<file path="config.mk">
export PLATFORM = sky130hd
export DESIGN_NAME = fpga_robots_game_tmap_arbiter
export DESIGN_NICKNAME = d
export VERILOG_FILES = /design/src/rtl/fpga_robots_game_tmap_arbiter.sv
export SDC_FILE = /design/constraint.sdc
export NUM_CORES = 1
export LEC_CHECK = 0
export ABC_AREA = 0
export CAP_MARGIN = 20
export CORE_MARGIN = 2
export CORE_UTILIZATION = 41
export CTS_CLUSTER_DIAMETER = 100
export DETAILED_ROUTE_END_ITERATION = 6
export PLACE_DENSITY = 0.79
export SYNTH_ARGS = -nofsm -noshare
export SYNTH_HDL_FRONTEND = slang
export SYNTH_SLANG_ARGS = --single-unit
</file>
<file path="constraint.sdc">
create_clock -name clk -period 2.9 [get_ports clk]
set_input_delay 0.58 -clock clk [delete_from_list [all_inputs] [get_ports clk]]
set_output_delay 0.58 -clock clk [all_outputs]
set_load 0.02 [all_outputs]
</file>
<file path="src/rtl/fpga_robots_game_tmap_arbiter.sv">
// Round-robin arbiter sharing the tile map read/write port between game logic (A)
// and the status-area writer (B), with per-requester lock and a fixed-latency return path.
module fpga_robots_game_tmap_arbiter #(
    parameter int ADR_W   = 13,
    parameter int DAT_W   = 8,
    parameter int LOCK_TO = 16
) (
    input  logic             clk,
    input  logic             rst,
    input  logic             a_req_i,
    input  logic             a_lock_i,
    input  logic [ADR_W-1:0] a_adr_i,
    input  logic [DAT_W-1:0] a_wrt_i,
    input  logic             a_wen_i,
    output logic             a_gnt_o,
    output logic             a_rvl_o,
    output logic [DAT_W-1:0] a_red_o,
    input  logic             b_req_i,
    input  logic             b_lock_i,
    input  logic [ADR_W-1:0] b_adr_i,
    input  logic [DAT_W-1:0] b_wrt_i,
    input  logic             b_wen_i,
    output logic             b_gnt_o,
    output logic             b_rvl_o,
    output logic [DAT_W-1:0] b_red_o,
    output logic [ADR_W-1:0] tm_adr_o,
    output logic [DAT_W-1:0] tm_wrt_o,
    output logic             tm_wen_o,
    input  logic [DAT_W-1:0] tm_red_i,
    output logic [1:0]       state_o
);

    // Handshake: a requester holds req/lock/adr/wrt/wen stable until it sees gnt=1
    // at a rising edge; the access is accepted on that edge (req && gnt).
    typedef enum logic [1:0] {
        ST_FREE   = 2'd0,
        ST_LOCK_A = 2'd1,
        ST_LOCK_B = 2'd2
    } state_e;

    localparam logic [7:0] TO_LAST = 8'(LOCK_TO - 1);

    state_e           state_q;
    logic             ptr_b_q;
    logic [7:0]       timer_q;
    logic             s1_vld_q, s1_id_q, s2_vld_q, s2_id_q;
    logic [ADR_W-1:0] tm_adr_q;
    logic [DAT_W-1:0] tm_wrt_q;
    logic             tm_wen_q;
    logic             a_rvl_q, b_rvl_q;
    logic [DAT_W-1:0] a_red_q, b_red_q;

    logic             acc;
    logic             sel_lock;

    always_comb begin
        a_gnt_o = 1'b0;
        b_gnt_o = 1'b0;
        case (state_q)
            ST_LOCK_A: a_gnt_o = a_req_i;
            ST_LOCK_B: b_gnt_o = b_req_i;
            default: begin
                a_gnt_o = a_req_i && (!b_req_i || !ptr_b_q);
                b_gnt_o = b_req_i && (!a_req_i || ptr_b_q);
            end
        endcase
    end

    assign acc      = a_gnt_o || b_gnt_o;
    assign sel_lock = b_gnt_o ? b_lock_i : a_lock_i;

    always_ff @(posedge clk) begin
        if (rst) begin
            state_q  <= ST_FREE;
            ptr_b_q  <= 1'b0;
            timer_q  <= '0;
            s1_vld_q <= 1'b0;
            s1_id_q  <= 1'b0;
            s2_vld_q <= 1'b0;
            s2_id_q  <= 1'b0;
            tm_adr_q <= '0;
            tm_wrt_q <= '0;
            tm_wen_q <= 1'b0;
            a_rvl_q  <= 1'b0;
            b_rvl_q  <= 1'b0;
            a_red_q  <= '0;
            b_red_q  <= '0;
        end else begin
            // Owner tag rides alongside the access; tm_red is valid one cycle after issue.
            s1_vld_q <= acc;
            s1_id_q  <= b_gnt_o;
            s2_vld_q <= s1_vld_q;
            s2_id_q  <= s1_id_q;
            a_rvl_q  <= s2_vld_q && !s2_id_q;
            b_rvl_q  <= s2_vld_q && s2_id_q;
            if (s2_vld_q && !s2_id_q) a_red_q <= tm_red_i;
            if (s2_vld_q && s2_id_q)  b_red_q <= tm_red_i;

            if (acc) begin
                tm_adr_q <= b_gnt_o ? b_adr_i : a_adr_i;
                tm_wrt_q <= b_gnt_o ? b_wrt_i : a_wrt_i;
                tm_wen_q <= b_gnt_o ? b_wen_i : a_wen_i;
                ptr_b_q  <= !b_gnt_o;
                timer_q  <= '0;
                if (sel_lock) state_q <= b_gnt_o ? ST_LOCK_B : ST_LOCK_A;
                else          state_q <= ST_FREE;
            end else begin
                tm_wen_q <= 1'b0;
                // An owner that stops using its lock loses it; pointer already favours the other side.
                if (state_q != ST_FREE) begin
                    if (timer_q == TO_LAST) begin
                        state_q <= ST_FREE;
                        timer_q <= '0;
                    end else begin
                        timer_q <= timer_q + 8'd1;
                    end
                end
            end
        end
    end

    assign tm_adr_o = tm_adr_q;
    assign tm_wrt_o = tm_wrt_q;
    assign tm_wen_o = tm_wen_q;
    assign a_rvl_o  = a_rvl_q;
    assign b_rvl_o  = b_rvl_q;
    assign a_red_o  = a_red_q;
    assign b_red_o  = b_red_q;
    assign state_o  = state_q;

endmodule

</file>
Yosys cells after proc, flatten, opt, wreduce, memory -nomap -nowiden
Cells that the tools add are included.
Widths: inputs -> output; s select.
{"block": "classes", "muxes": 12, "n_addsub": 1, "n_reduce_logical": 18, "n_eq_ne": 3, "n_bitwise": 1}
{"operator": "$mux 8", "n": 2}
{"operator": "$mux 13", "n": 1}
{"operator": "$mux 2", "n": 5}
{"operator": "$add 8x1->8 const B", "n": 1}
{"operator": "$eq 8x4->1 const B", "n": 1}
{"operator": "$reduce_bool 2->1", "n": 3}
{"operator": "$logic_not 1->1", "n": 5}
{"operator": "$logic_and 1x1->1", "n": 4}
{"operator": "$pmux 1 s2", "n": 2}
{"operator": "$reduce_or 2->1", "n": 2}
{"operator": "$logic_or 1x1->1", "n": 3}
{"operator": "$eq 2x1->1 const B", "n": 1}
{"operator": "$eq 2x2->1 const B", "n": 1}
{"operator": "$mux 1", "n": 2}
{"operator": "$reduce_and 2->1", "n": 1}
{"operator": "$not 1->1", "n": 1}
{"block": "totals", "ff_bits": 55, "input_bits": 58, "elab_cells": 49, "output_inout_bits": 44}

Depth between registers and ports, before layout
Gate-level depths: netlist (run 1).
{"block": "depth", "depth_word": 7, "depth_mapped": 8, "depth_no_buf": 7}

Worst setup path after synthesis (run 1)
No wires, ideal clock.
{"block": "synth_path", "path_type": "reg-to-reg", "startpoint": "register state_q[0], in the netlist state_o[0]", "endpoint": "register state_q[1], in the netlist state_o[1]", "period_less_slack_ps": 2294, "n_path_buf": 1, "required_time_ps": 2844, "arrival_ps": 2238, "stages_incl_launch_ff": 9, "setup_time_ps": 56, "slack_ps": 606, "path_cell_list": "dfxtp_1 > inv_1 > ha_1 > or3b_1 > nand3_2 > inv_2 > or4_4 > buf_6 > a2bb2o_4"}
{"block": "synth_via", "elab_chain_cells": 5, "word_cells_on_any_way": 13, "cone_classes": "2 x eq/ne; 6 x mux; 5 x reduce/logical"}
{"element": "from (decl)", "line": "43", "rtl": "state_e state_q;"}
{"element": "from (signal assigned)", "line": "105", "rtl": "if (sel_lock) state_q <= b_gnt_o ? ST_LOCK_B : ST_LOCK_A;"}
{"element": "$eq 2x2->1 or $eq 2x1->1 (tied branches)", "line": "59", "rtl": "case (state_q)"}
{"element": "$pmux 1 s2", "line": "59"}
{"element": "$mux 2, or another cell as far along", "line": "105"}
{"element": "$mux 2 or $reduce_bool 2->1 (tied branches)"}
{"element": "$mux 2 or $reduce_and 2->1 (tied branches)"}
Several ways; a longest one is shown, not always the timed one.
A chain may end at the register's enable or synchronous reset.

Worst setup path in the final report (run 1)
{"block": "layout_path", "startpoint": "register state_q[1], in the netlist state_o[1]", "endpoint": "output b_gnt_o"}
{"block": "layout_via", "elab_chain_cells": 2, "word_cells_on_any_way": 3, "cone_classes": "2 x eq/ne; 1 x mux"}
{"element": "$eq 2x2->1 or $eq 2x1->1 (tied branches)", "line": "59"}
{"element": "$pmux 1 s2 *", "line": "59"}
{"element": "to (decl)", "line": "23", "rtl": "output logic b_gnt_o,"}
Mark *: on every way between the ends. The rest lies on a longest branch, timed or not.

==> results of run 1 <==
cell families after synthesis:
kind of cell / count (synthesis) / share of synthesized area
xor gates and xnor gates: 7 / 0.0278
adders and majority gates: 4 / 0.0227
and+or+nand+nor: 112 / 0.229
buffers and inverters: 22 / 0.0408
DFF: 55 / 0.499
muxes: 1 / 0.00453
AOI/OAI and AO/OA: 63 / 0.176
worst reg2reg max path, delay by kind of cell, from the launching register on:
family	cells	cell delay [ps]
and+or+nand+nor	3	1050
DFF	1	380
buffers and inverters	3	350
adders and majority gates	1	320
AOI/OAI and AO/OA	1	220
placed cells by master (no fill, tap or decap), drive strengths merged, types with 2 or more instances in the layout:
cell | synthesis | final
a21oi | 39 | 39
nand4b | 2 | 2
xnor2 | 2 | 2
nor2 | 32 | 32
clkinvlp | 0 | 2
nor2b | 5 | 5
a211oi | 21 | 21
clkdlybuf4s50 | 0 | 100
clkbuf | 13 | 5
dfxtp | 55 | 55
ha | 4 | 4
nand2 | 49 | 49
buf | 5 | 5
nand2b | 3 | 3
xor2 | 5 | 5
nand3 | 12 | 12
inv | 4 | 5
or4 | 2 | 2
sequential cells by signal (all words and copies together), names as in the netlist:
| name | flops |
|---|---|
| a_red_o | 8 |
| s2_vld_q | 1 |
| s1_vld_q | 1 |
| ptr_b_q | 1 |
| tm_wen_o | 1 |
| s1_id_q | 1 |
| a_rvl_o | 1 |
| b_rvl_o | 1 |
| tm_wrt_o | 8 |
| s2_id_q | 1 |
| b_red_o | 8 |
| timer_q | 8 |
| tm_adr_o | 13 |
| state_o | 2 |
where the power goes:
group	leakage, µW	switching [µW]	internal [µW]
clock	0.0000408	257	173
sequential	0.000450	34.9	817
combinational	0.000724	254	244
total	0.00122	546	1230
final cells by class:
class / count / area (µm²) / share of cell area
repair buffers: 105 / 1040 / 0.309
inverters: 4 / 15.0 / 0.00448
multi-input cells: 187 / 1020 / 0.304
well taps: 70 / 87.6 / 0.0261
flip-flops and latches: 55 / 1100 / 0.329
clock inverters: 3 / 23.8 / 0.00710
clock buffers: 5 / 68.8 / 0.0205
how the worst max path moves through the flow:
stage,endpoint,slack [ps],startpoint,cells after the start
5_1_grt,b_gnt_o,40,state_o[1],6
6_report,b_gnt_o,150,state_o[1],6
2_1_floorplan,state_o[1],610,state_o[0],8
3_5_place_dp,b_gnt_o,190,a_req_i,5
4_1_cts,b_gnt_o,140,state_o[0],6
3_3_place_gp,b_gnt_o,210,a_req_i,5
synthesized netlist by cell type:
cell / count / area share
a21boi_0: 1 / 0.0034
ha_1: 4 / 0.023
or3b_1: 1 / 0.0040
xor2_1: 5 / 0.020
or4_1: 1 / 0.0034
nand3_2: 1 / 0.0045
o32ai_1: 1 / 0.0040
nand2_1: 49 / 0.083
xnor2_1: 2 / 0.0079
a211oi_1: 21 / 0.071
nor2_1: 32 / 0.054
nor2b_1: 5 / 0.014
clkbuf_1: 13 / 0.022
mux2i_1: 1 / 0.0045
nor3b_1: 1 / 0.0034
buf_6: 1 / 0.0051
and4b_1: 1 / 0.0045
nand2b_1: 3 / 0.0085
nand4b_1: 2 / 0.0079
a2bb2o_4: 1 / 0.0091
nand3_1: 11 / 0.025
nand3b_1: 1 / 0.0034
inv_1: 3 / 0.0051
and3_1: 1 / 0.0028
or4_4: 1 / 0.0051
dfxtp_1: 55 / 0.50
buf_1: 4 / 0.0068
nor3_1: 1 / 0.0023
a21oi_1: 39 / 0.088
inv_2: 1 / 0.0017
or3_1: 1 / 0.0028
stage by stage:
stage	power [µW]	area (µm²)	utilization	std cells	setup slack, ps
final	1780	3350	0.652	429	154
after global routing	1880	3350	0.652	429	44.4
after CTS	1800	3350	0.652	429	139
after detailed placement	1370	3260	0.634	421	191
after global placement	1360	3260	0.634	421	209
after floorplan	1120	2210	-	264	606
layer usage:
| metal | global-route usage | part of all wire | vias to the layer above |
|---|---|---|---|
| met5 | 0 | 0 | - |
| li1 | - | - | 1079 |
| met1 | 0.242 | 0.41 | 973 |
| met2 | 0.341 | 0.48 | 89 |
| met4 | 0.0625 | 0.018 | 0 |
| met3 | 0.0837 | 0.095 | 10 |
==> results by group, run 1 <==
Run status
  • Status: complete, no violations

Min path
  • Hold path cells: 2
  • Hold path startpoint: b_red_o[0]
  • Kind of path behind the tightest hold check: reg -> reg
  • Hold Path End: b_red_o[0]

STA
  • WHS: 457 ps
  • Final Hold Fails: 0
  • FMAX: between 0.3 and 0.4 GHz
  • Slew margin rel.: 0.429
  • Min Tclk post-route: between 2000 and 3000 ps
  • Worst Tran Pin Value: 857 ps
  • Max-slew violation count: 0
  • Crit share post-route: 0.947
  • RSZ-0062 raised after global routing: no
  • # setup viols final: 0
  • Setup_tns: 0 ps
  • Worst Clk Skew: 2.21 ps

Global route
  • Largest net degree at the start of global routing: 48
  • First-pass GRT wire length: 9.99 mm
  • Gr ovfl total: 0
  • Total track usage: 0.205
  • Vias in the first global route: 2134
  • Antenna violations before repair: 0

Place
  • Gpl congestion: 0.809
  • Number of port buffers: 101
  • DP HPWL: between 4 and 5 mm

CTS
  • # hold bufs at CTS: 0
  • Setup bufs post-CTS: 0
  • Clk slew on worst S/H paths: 100 ps
  • Clock Sinks: 55
  • CTS Buf Count: 5
  • Clock latency on the worst-skew pair: 310 ps
  • CTS H-tree lvls: 2
  • TritonCTS clock tree: yes
  • Clk buf depth: 2
  • Resized cells post-CTS: 0
  • CTS Root Cell: clkbuf_8

Critical path
  • CP required: 2320 ps
  • Critical path, cell by cell: inv_1 > ha_1 > or3b_1 > nand3_2 > inv_2 > clkdlybuf4s50_1
  • Worst flop-to-flop path endpoint: state_o[1]
  • Setup slack, reg-to-reg: roughly 550 ps
  • Worst EP arrival: 2170 ps
  • CP max stage delay: 550 ps
  • FF-to-FF path depth: 8
  • CP startpoint kind: flip-flop
  • Crit Path Max Fanout: 4
  • Crit end category: primary output
  • Delay-heaviest family, CP: buffers and inverters
  • Critical path's slowest cell: clkdlybuf4s50_1
  • WP buf/inv: 3
  • Critical R2R Launch: state_o[1]
  • Crit Path Category: reg -> out

Yosys
  • Number of distinct library cells after synthesis: 31
  • Mapped Nets: between 300 and 400
  • Synthesized area per cell: 8.37 µm²
  • Synthesis Warnings: 0
  • Synthesized instance count: between 200 and 300
  • Seq cells post-synth: 55
  • Synth Cell Area: 0.00221 mm²
  • Register area share after synthesis: 0.499

Floorplan
  • Die width: about 77 µm
  • # rows: 26
  • Die area: between 0.005 and 0.006 mm²
  • Die Y: 77.4 µm
  • Core area: 0.00514 mm²
  • Starting Density: 0.430
  • Io pins: 102

Run
  • Max_cap viols: 0

Route
  • Vias: 2151
  • DRT Pass-1 Iters: 4
  • DRT Wirelength: 5.87 mm
  • Drt via density: 5.01
  • First DRT Iteration DRCs: 73
  • Remaining antenna violation count: 0
  • DRC viols: 0
  • WL per Instance: 13.7 µm

Finish
  • P&R area growth vs syn: 51.7%
  • Antenna diode instance count: 0
  • # fillers: 486
  • Share of layout cells above drive strength 1: 0.0474
  • Layout Nets: 420

Pwr
  • PwrDens: 532 mW/mm²
  • Leakage: 0.00122 µW
  • Peak VDD IR: 0.257 mV
No activity file was read; power rests on OpenSTA's default activity.
==> run 2: changes to the inputs <==
- PLACE_DENSITY: 0.79 -> 0.77
==> run 2 against run 1 <==
- global-route usage decreased by 0.81 points
- die area stayed put
- register-to-register slack improved by 30 ps
- final area grew 1.9%
- sequential cell count did not move
- critical path depth did not move
- setup slack gained 20 ps
- utilization grew 1.2 points
- critical endpoint unchanged
==> results by group, run 2 (synthesis results as in run 1) <==
Route
  • Vias: 2177 (+1.2%)
  • First DRT Iteration DRCs: 61 (-16%)
  • DRT Pass-1 Iters: 4 (unchanged)
  • Remaining antenna violation count: 0 (unchanged)
  • WL per Instance: 13.7 µm (+0.30%)
  • DRT Wirelength: 5.92 mm (+0.77%)
  • DRC viols: 0 (unchanged)
  • Drt via density: 5.05 (+0.74%)

CTS
  • CTS Root Cell: clkbuf_8
  • Clk slew on worst S/H paths: 100 ps (about the same)
  • CTS H-tree lvls: 2 (unchanged)
  • Clock Sinks: 55 (unchanged)
  • Clock latency on the worst-skew pair: 300 ps (about the same)
  • Resized cells post-CTS: 0 (unchanged)
  • TritonCTS clock tree: yes
  • Setup bufs post-CTS: 0 (unchanged)
  • CTS Buf Count: 5 (unchanged)
  • # hold bufs at CTS: 0 (unchanged)
  • Clk buf depth: 2 (unchanged)

STA
  • RSZ-0062 raised after global routing: no
  • Worst Tran Pin Value: 481 ps (-376 ps)
  • FMAX: 0.367 GHz (+0.72%)
  • Crit share post-route: 0.940 (-0.00676)
  • WHS: 452 ps (-5.19 ps)
  • Slew margin rel.: 0.679 (+0.250)
  • Setup_tns: 0 ps (unchanged)
  • Max-slew violation count: 0 (unchanged)
  • Final Hold Fails: 0 (unchanged)
  • # setup viols final: 0 (unchanged)
  • Min Tclk post-route: 2730 ps (-19.6 ps)
  • Worst Clk Skew: 10.0 ps (+7.83 ps)

Finish
  • Antenna diode instance count: 0 (unchanged)
  • Share of layout cells above drive strength 1: 0.0499 (+0.00251)
  • Area occupied by multi-input gates: 0.00102 mm² (unchanged)
  • Leading cell type in the layout, fill and taps excluded: clkdlybuf4s50_1
  • Register area: 0.00110 mm² (unchanged)
  • Layout Nets: 422 (+0.48%)
  • # fillers: 486 (unchanged)
  • Most frequent cells in the layout: 101 x clkdlybuf4s50_1, 55 x dfxtp_1, 49 x nand2_1, 39 x a21oi_1, 32 x nor2_1
  • Max FFs per register: 13 (unchanged)
  • P&R area growth vs syn: 54.6%

Critical path
  • Crit Path Category: reg -> out
  • Critical R2R Launch: state_o[0]
  • CP Capture Point: b_gnt_o
  • CP startpoint kind: flip-flop
  • Crit end category: primary output
  • Delay-heaviest family, CP: buffers and inverters
  • Setup slack, reg-to-reg: 580 ps (+30 ps)
  • Critical Path Source: state_o[0]
  • CP max stage delay: 550 ps (about the same)
  • Critical path, cell by cell: inv_1 > ha_1 > or3b_1 > nand3_2 > inv_2 > clkdlybuf4s50_1
  • Worst flop-to-flop path endpoint: state_o[1]
  • Crit Path Max Fanout: 4 (unchanged)
  • FF-to-FF path depth: 8 (unchanged)
  • Stages on the worst setup path: 6 (unchanged)
  • Critical path's slowest cell: clkdlybuf4s50_1
  • Worst EP arrival: 2150 ps (-20 ps)
  • CP required: 2320 ps (about the same)
  • WP buf/inv: 3 (unchanged)

Pwr
  • Peak VDD IR: 0.292 mV (+14%)
  • PwrDens: 568 mW/mm² (+6.9%)
  • Leakage: 0.00125 µW (+2.7%)

Run status
  • Status: complete, no violations

Floorplan
  • # rows: 26 (unchanged)
  • Io pins: 102 (unchanged)
  • Die width: 77.4 µm (unchanged)
  • Core area: 0.00514 mm² (unchanged)
  • Die area: 0.00599 mm² (unchanged)
  • Starting Density: 0.430 (unchanged)
  • Die Y: 77.4 µm (unchanged)

Global route
  • Vias in the first global route: 2044 (-4.2%)
  • Gr ovfl total: 0 (unchanged)
  • First-pass GRT wire length: 9.45 mm (-5.4%)
  • Total track usage: 0.197 (-0.00808)
  • Antenna violations before repair: 0 (unchanged)
  • Largest net degree at the start of global routing: 29 (-40%)

Place
  • Gpl congestion: 0.774 (-4.4%)
  • Number of port buffers: 101 (unchanged)
  • DP HPWL: 4.33 mm (+1.5%)

Min path
  • Kind of path behind the tightest hold check: reg -> reg

Run
  • Max_cap viols: 0 (unchanged)
## run 2: cell count changes in the layout (fill, tap and decap cells not counted)
cell             delta
clkdlybuf4s50_1     +1
clkinvlp_4          -1
inv_6               -1
bufinv_16           +2
buf_2               -1
buf_4               +2
## run 2: worst min-delay path by stage
stage | start | endpoint | slack, ps | depth (start not counted)
finish | s1_vld_q | s2_vld_q | 450 | 1
detailed placement | s1_vld_q | s2_vld_q | 440 | 1
CTS | s1_vld_q | s2_vld_q | 450 | 1
floorplan | s1_id_q | s2_id_q | 410 | 1
global placement | s1_vld_q | s2_vld_q | 420 | 1
global route | s1_vld_q | s2_vld_q | 450 | 1
## run 2: cell type report
| cell class | count | share of cell area |
|---|---|---|
| flip-flops and latches | 55 | 0.323 |
| repair buffers | 107 | 0.309 |
| clock buffers | 5 | 0.0202 |
| well taps | 70 | 0.0257 |
| multi-input cells | 187 | 0.298 |
| inverters | 4 | 0.00440 |
| clock inverters | 3 | 0.0198 |
## run 2: power breakdown
group          total [µW]  leakage (µW)  internal [µW]  switching [µW]
clock                 586     0.0000644            344             242
sequential            853      0.000450            817            35.8
combinational         501      0.000734            246             255
## run 2: layer usage
layer  vias to the layer above  part of all wire  track usage
met2                        87              0.49        0.342
met1                      1002              0.41        0.227
met4                         0             0.012       0.0500
met3                         7             0.089       0.0767
met5                         -                 0            0
li1                       1081                 -            -
## run 2: per-stage QoR
| step | cell area (µm²) | utilization | power [µW] | setup WS, ps | std cells |
|---|---|---|---|---|---|
| floorplan | 2210 | - | 1120 | 606 | 264 |
| global placement | 3280 | 0.638 | 1360 | 208 | 423 |
| detailed placement | 3280 | 0.638 | 1370 | 193 | 423 |
| CTS | 3410 | 0.664 | 1960 | 170 | 431 |
| global route | 3410 | 0.664 | 2040 | 99.2 | 431 |
| finish | 3410 | 0.664 | 1940 | 174 | 431 |
==> run 3: changes to the inputs <==
- ABC_CLOCK_PERIOD_IN_PS: unset -> 2900
- GPL_ROUTABILITY_DRIVEN: unset -> 0
==> results of run 3 <==
Final layout, timing and power as in run 2 (identical DEF).
